===== config.mk =====
export PLATFORM = sky130hd
export DESIGN_NAME = stq_ctrl
export DESIGN_NICKNAME = d
export VERILOG_FILES = /design/src/rtl/stq_ctrl.sv
export SDC_FILE = /design/constraint.sdc
export NUM_CORES = 1
export LEC_CHECK = 0
export BUFFER_PORTS_ARGS = -buffer_cell sky130_fd_sc_hd__buf_2
export CAP_MARGIN = 20
export CORE_ASPECT_RATIO = 1.25
export CORE_UTILIZATION = 25
export DETAILED_ROUTE_END_ITERATION = 7
export SYNTH_ARGS = -nofsm -noshare
export SYNTH_HDL_FRONTEND = slang
export SYNTH_SLANG_ARGS = --single-unit
export TNS_END_PERCENT = 30

===== constraint.sdc =====
create_clock -name clk -period 10.1 [get_ports clk]
set_input_delay 2.525 -clock clk [delete_from_list [all_inputs] [get_ports clk]]
set_output_delay 2.525 -clock clk [all_outputs]
set_load 0.01 [all_outputs]

===== src/rtl/stq_ctrl.sv =====
// stq_ctrl -- store-queue occupancy controller.
//
// Owns the store queue's head/tail/occupancy registers. Each cycle it allocates
// entries for accepted dispatch bundles, tracks how many committed stores still
// have to be written to the data cache, drains them one per acknowledged
// request, and on recovery rolls the tail back so that only committed stores
// remain in the queue.
//
// Ports:
//   clk, reset          core clock; asynchronous active-low reset
//   dispatchValid_i     dispatch bundle present; cntStNew_i = stores in it (0..4)
//   commitCnt_i         oldest uncommitted stores committed this cycle (0..4)
//   recover_i           flush every uncommitted store
//   cacheWrAck_i        data cache accepted the current store write
//   stqHead_o/stqTail_o oldest entry / next free entry
//   stqInsts_o          occupied entries, 0..SIZE_LSQ
//   stqFull_o           fewer than four free entries
//   dispatchAccept_o    combinational dispatch accept
//   cacheWrReq_o        store write request; cacheWrIdx_o = entry being written
module stq_ctrl #(
    parameter int SIZE_LSQ     = 32,
    parameter int SIZE_LSQ_LOG = 5
) (
    input  logic                    clk,
    input  logic                    reset,
    input  logic                    dispatchValid_i,
    input  logic [2:0]              cntStNew_i,
    input  logic [2:0]              commitCnt_i,
    input  logic                    recover_i,
    input  logic                    cacheWrAck_i,
    output logic [SIZE_LSQ_LOG-1:0] stqHead_o,
    output logic [SIZE_LSQ_LOG-1:0] stqTail_o,
    output logic [SIZE_LSQ_LOG:0]   stqInsts_o,
    output logic                    stqFull_o,
    output logic                    dispatchAccept_o,
    output logic                    cacheWrReq_o,
    output logic [SIZE_LSQ_LOG-1:0] cacheWrIdx_o
);
    localparam int CW = SIZE_LSQ_LOG + 1;
    localparam logic [CW-1:0] SIZE_V = CW'(SIZE_LSQ);

    typedef enum logic {S_IDLE = 1'b0, S_REQ = 1'b1} state_e;

    logic [SIZE_LSQ_LOG-1:0] head_q, head_d, tail_q, tail_d;
    logic [CW-1:0]           insts_q, insts_d, pend_q, pend_d;
    state_e                  state_q, state_d;

    logic [CW-1:0] free_cnt, alloc, ack_w, uncommitted, commit_req, commit_eff;
    logic          full, accept, ack;

    // ---------------- datapath ----------------
    always_comb begin
        free_cnt    = SIZE_V - insts_q;
        full        = free_cnt < CW'(4);
        accept      = dispatchValid_i && !full && !recover_i;
        alloc       = accept ? CW'(cntStNew_i) : '0;
        ack         = (state_q == S_REQ) && cacheWrAck_i;
        ack_w       = CW'(ack);
        // Commits can only target entries that are allocated and not yet committed.
        uncommitted = insts_q - pend_q;
        commit_req  = CW'(commitCnt_i);
        commit_eff  = (commit_req > uncommitted) ? uncommitted : commit_req;

        pend_d = pend_q + commit_eff - ack_w;
        head_d = head_q + SIZE_LSQ_LOG'(ack);

        if (recover_i) begin
            // Keep only committed-but-undrained stores, contiguous from the new head.
            insts_d = pend_d;
            tail_d  = head_d + pend_d[SIZE_LSQ_LOG-1:0];
        end else begin
            insts_d = insts_q + alloc - ack_w;
            tail_d  = tail_q + alloc[SIZE_LSQ_LOG-1:0];
        end
    end

    // ---------------- drain FSM: next state ----------------
    always_comb begin
        state_d = state_q;
        unique case (state_q)
            S_IDLE: if (pend_d != '0) state_d = S_REQ;
            S_REQ:  if (ack && pend_d == '0) state_d = S_IDLE;
            default: state_d = S_IDLE;
        endcase
    end

    // ---------------- drain FSM: outputs ----------------
    always_comb begin
        cacheWrReq_o = (state_q == S_REQ);
        cacheWrIdx_o = head_q;
    end

    // ---------------- state registers ----------------
    always_ff @(posedge clk or negedge reset) begin
        if (!reset) begin
            head_q  <= '0;
            tail_q  <= '0;
            insts_q <= '0;
            pend_q  <= '0;
            state_q <= S_IDLE;
        end else begin
            head_q  <= head_d;
            tail_q  <= tail_d;
            insts_q <= insts_d;
            pend_q  <= pend_d;
            state_q <= state_d;
        end
    end

    assign stqHead_o        = head_q;
    assign stqTail_o        = tail_q;
    assign stqInsts_o       = insts_q;
    assign stqFull_o        = full;
    assign dispatchAccept_o = accept;

endmodule

# [After elaboration in Yosys (flattened, before gate mapping)]
# Index checks and enable logic that the tools add are counted.
[op_classes] n_addsub=9 mul=0 div_mod_pow=0 n_lt_le_gt_ge=2 eq_ne=0 shifts=0 mux=7 n_bitwise=1 n_reduce_logical=8
[ops] cell="two-way mux 6 bit" n=2
[ops] cell="subtractor 6 x 1 -> 6 bit" n=2
[ops] cell="adder 6 x 3 -> 6 bit" n=1
[ops] cell="adder 6 bit" n=1
[ops] cell="> comparator 3 x 6 -> 1 bit" n=1
[ops] cell="zero test 6 bit" n=1
[ops] cell="< comparator 6 x 3 -> 1 bit (second input constant)" n=1
[ops] cell="nonzero test 6 bit" n=1
[ops] cell="subtractor 6 bit" n=1
[ops] cell="subtractor 6 bit (first input constant)" n=1
[ops] cell="adder 5 x 1 -> 5 bit" n=1
[ops] cell="adder 5 x 3 -> 5 bit" n=1
[ops] cell="adder 5 bit" n=1
[ops] cell="two-way mux 5 bit" n=1
[ops] cell="logical AND 1 bit" n=4
[ops] cell="two-way mux 3 bit" n=1
[ops] cell="zero test 1 bit" n=2
[ops] cell="two-way mux 1 bit" n=2
[ops] cell="one-hot mux 1 bit (2 select lines)" n=1
[ops] cell="NOT 1 bit" n=1
[word_totals] reg_bits=23 latch_bits=0 mem_bits_rw=0 mem_bits_ro=0 mem_count=0

# [Longest topological paths before layout]
[logic_depth] word_depth=9 mapped_depth=22

# [Worst setup path before layout]
# OpenSTA, ideal clock, no wires.
[synth_timing] kind="input-to-output" start="in recover_i" end="out dispatchAccept_o" t_arrival_ns=3.319 t_required_ns=7.575 setup_slack_ns=4.256 cell_stages=2 path_buffers=1 cell_sequence="clkbuf_1 -> nor3b_1"
[synth_via] elab_chain_len=2
[synth_rtl] element="start: declaration" line_no="29" rtl="input logic recover_i,"
[synth_rtl] element="zero test 1 bit" line_no="55" rtl="accept = dispatchValid_i && !full && !recover_i;"
[synth_rtl] element="logical AND 1 bit" line_no="55"
[synth_rtl] element="end: declaration" line_no="35" rtl="output logic dispatchAccept_o,"
# Every way passes these cells.

# [Worst setup path after layout]
# Same ends and word-level chain as after synthesis.

==> run_results.csv <==
group,metric,value,unit
cts,cts_setup_buffers,0,
yosys,yosys_register_bits,23,
die,core-area,7840,sq um
cts,ctsHoldBuffers,0,
yosys,ys_seq_area_share,28.4,%
route,vias,1486,
cts,path_clk_slew,80,ps
run_status,outcome,"finished, final reports clean",
sta,slew_headroom,52.5,%
finish,nNetsFinal,296,
sta,rsz0062_at_grt,"no",
route,wl,4150,um
route,drc_errors,0,
die,die_w,82.5,um
cts,root_buffer,"clkbuf_8",
finish,final.fill_count,865,
sta,period_needed,6160,ps
sta,setup_viol,0,
die,row_count,36,
job,drv_cap,0,
setup_path,worstPathMaxFanout,18,
route,drt-vias-per-instance,4.40,
grt,grt_overflow,0,
yosys,syn_area,2030,sq um
hold_path,holdCritPathClass,"flop to flop",
sta,clock_skew,8.71,ps
setup_path,cp.arrival,3640,ps
yosys,async_flop_share,100,%
placement,dp_hpwl,3450,um
setup_path,crit_required,7580,ps
yosys,yosysWarnings,0,
yosys,synth.distinct_cells,31,
die,fp.dieH,103,um
cts,clock_latency,270,ps
grt,track_usage,10.5,%
finish,drive_above_1_share,18.9,%
sta,fmax,0.162,GHz
die,start_util,25.8,%
route,drt_first_pass_iters,4,
setup_path,crit_type,"input port to output port",
sta,tightest_slew,711,ps
cts,post_cts_resized,0,
sta,setup_tns,0,ps
yosys,synth_cells,211,
grt,grt_pass1_wl,6890,um
die,die_area,8470,sq um
grt,grt_pass1_vias,1513,
route,drtAntennaViolNets,0,
cts,clk_path_buf_depth,2,
cts,htree_levels,1,
finish,n_antenna_cell,0,
yosys,avgSynthCellArea,9.60,sq um
cts,cts_tree,"yes",
sta,maxSlewViolCount,0,
yosys,synth_edf_count,0,
setup_path,critPathCaptureType,"output port",
sta,period_share,61.0,%
grt,antenna_found_initial,0,
cts,numCtsBuffers,3,
cts,clkSinkCount,23,
sta,hold_viol,0,
die,num_io_pins,35,
grt,grt_max_degree,24,
placement,gp_congestion,0.861,
placement,portBuffers,34,
setup_path,startpoint_type,"input port",
route,drt_iter0_drc,19,
finish,multiInputGateArea,1270,sq um
finish,area_growth,14.6,%
finish,regArea,576,sq um
yosys,synth_flop_cell,"dfrtp_1",
route,wl_per_cell,12.3,um
==> cells by family after synthesis <==
kind of cell | count (synthesis) | synth area share, %
buffers and inverters | 45 | 9.27
adder cells (fa/ha/maj) | 41 | 27.2
AO/OA/AOI/OAI | 41 | 13.3
XOR/XNOR | 26 | 11.2
AND/OR/NAND/NOR | 26 | 6.18
flip-flops | 23 | 28.4
multiplexers | 8 | 4.26
other | 1 | 0.185
==> final cells by class <==
class,count,share of cell area (%)
clock buffer,3,1.78
clock inverter,1,0.323
inverter,38,6.14
multi-input combinational,144,54.5
sequential,23,24.8
tap,95,5.12
timing repair buffer,34,7.33
==> per-layer routing <==
layer	vias up	share of wire [%]	GRT usage (%)
met5	-	0	0
met4	0	0.46	1.19
met3	2	4.1	1.33
met2	32	47	18.0
met1	693	49	14.4
li1	759	-	-
==> per-stage QoR <==
step | hold slack (ps) | instances | instance area, sq um | setup slack [ps] | utilization (%)
2_1_floorplan | 542 | 212 | 2030 | 4260 | -
3_3_place_gp | 556 | 334 | 2270 | 3960 | 29.0
3_5_place_dp | 556 | 334 | 2270 | 3920 | 29.0
4_1_cts | 569 | 338 | 2320 | 3920 | 29.6
5_1_grt | 604 | 338 | 2320 | 3870 | 29.6
6_report | 561 | 338 | 2320 | 3940 | 29.6
==> cell usage after synthesis, drive strengths merged, types with 2 or more instances <==
cell type / n / area share [%]
a21oi: 12 / 3.3
fa: 5 / 4.9
o21ai: 10 / 2.5
mux2: 5 / 2.8
and2: 4 / 1.2
nand2: 12 / 2.2
xnor2: 16 / 6.9
a21o: 10 / 3.7
inv: 38 / 7.0
clkbuf: 2 / 0.37
ha: 36 / 22
nor3: 2 / 0.49
buf: 5 / 1.9
dfrtp: 23 / 28
o21bai: 3 / 1.3
xor2: 10 / 4.3
mux2i: 3 / 1.5
nand3: 4 / 0.99
==> cells in the final DEF (no fill, tap or decap), types with 4 or more instances in the layout <==
master / count
a21o_1: 10
buf_2: 34
and2_1: 4
nand2_1: 12
mux2_2: 5
inv_1: 38
xor2_1: 10
ha_1: 36
nand3_1: 4
fa_1: 5
xnor2_1: 16
dfrtp_1: 23
o21ai_0: 10
a21oi_1: 10
==> flip-flops by register name, indices dropped and copies added (netlist names) <==
name,cells
stqInsts_o,6
cacheWrReq_o,1
pend_q,6
cacheWrIdx_o,5
stqTail_o,5
==> critical path, cell delays in order <==
cell	delay (ps)
buf_2	210
nor3b_1	640
buf_2	250
==> final timing paths <==
path | slack [ps] | to | cells past startpoint | from
worst max register to register | 5340 | stqTail_o[4] | 21 | stqInsts_o[0]
max in group asynchronous | 7510 | pend_q[0] | 1 | reset
worst min-delay path | 560 | cacheWrIdx_o[4] | 1 | cacheWrIdx_o[4]
worst min register to register | 560 | cacheWrIdx_o[4] | 1 | cacheWrIdx_o[4]
min in group asynchronous | 2230 | stqTail_o[3] | 1 | reset
worst max-delay path | 3940 | dispatchAccept_o | 3 | recover_i
Power is left out: the tool's default activity adds up to more than one toggle a clock period on the data nets, which glitch-free logic cannot reach.
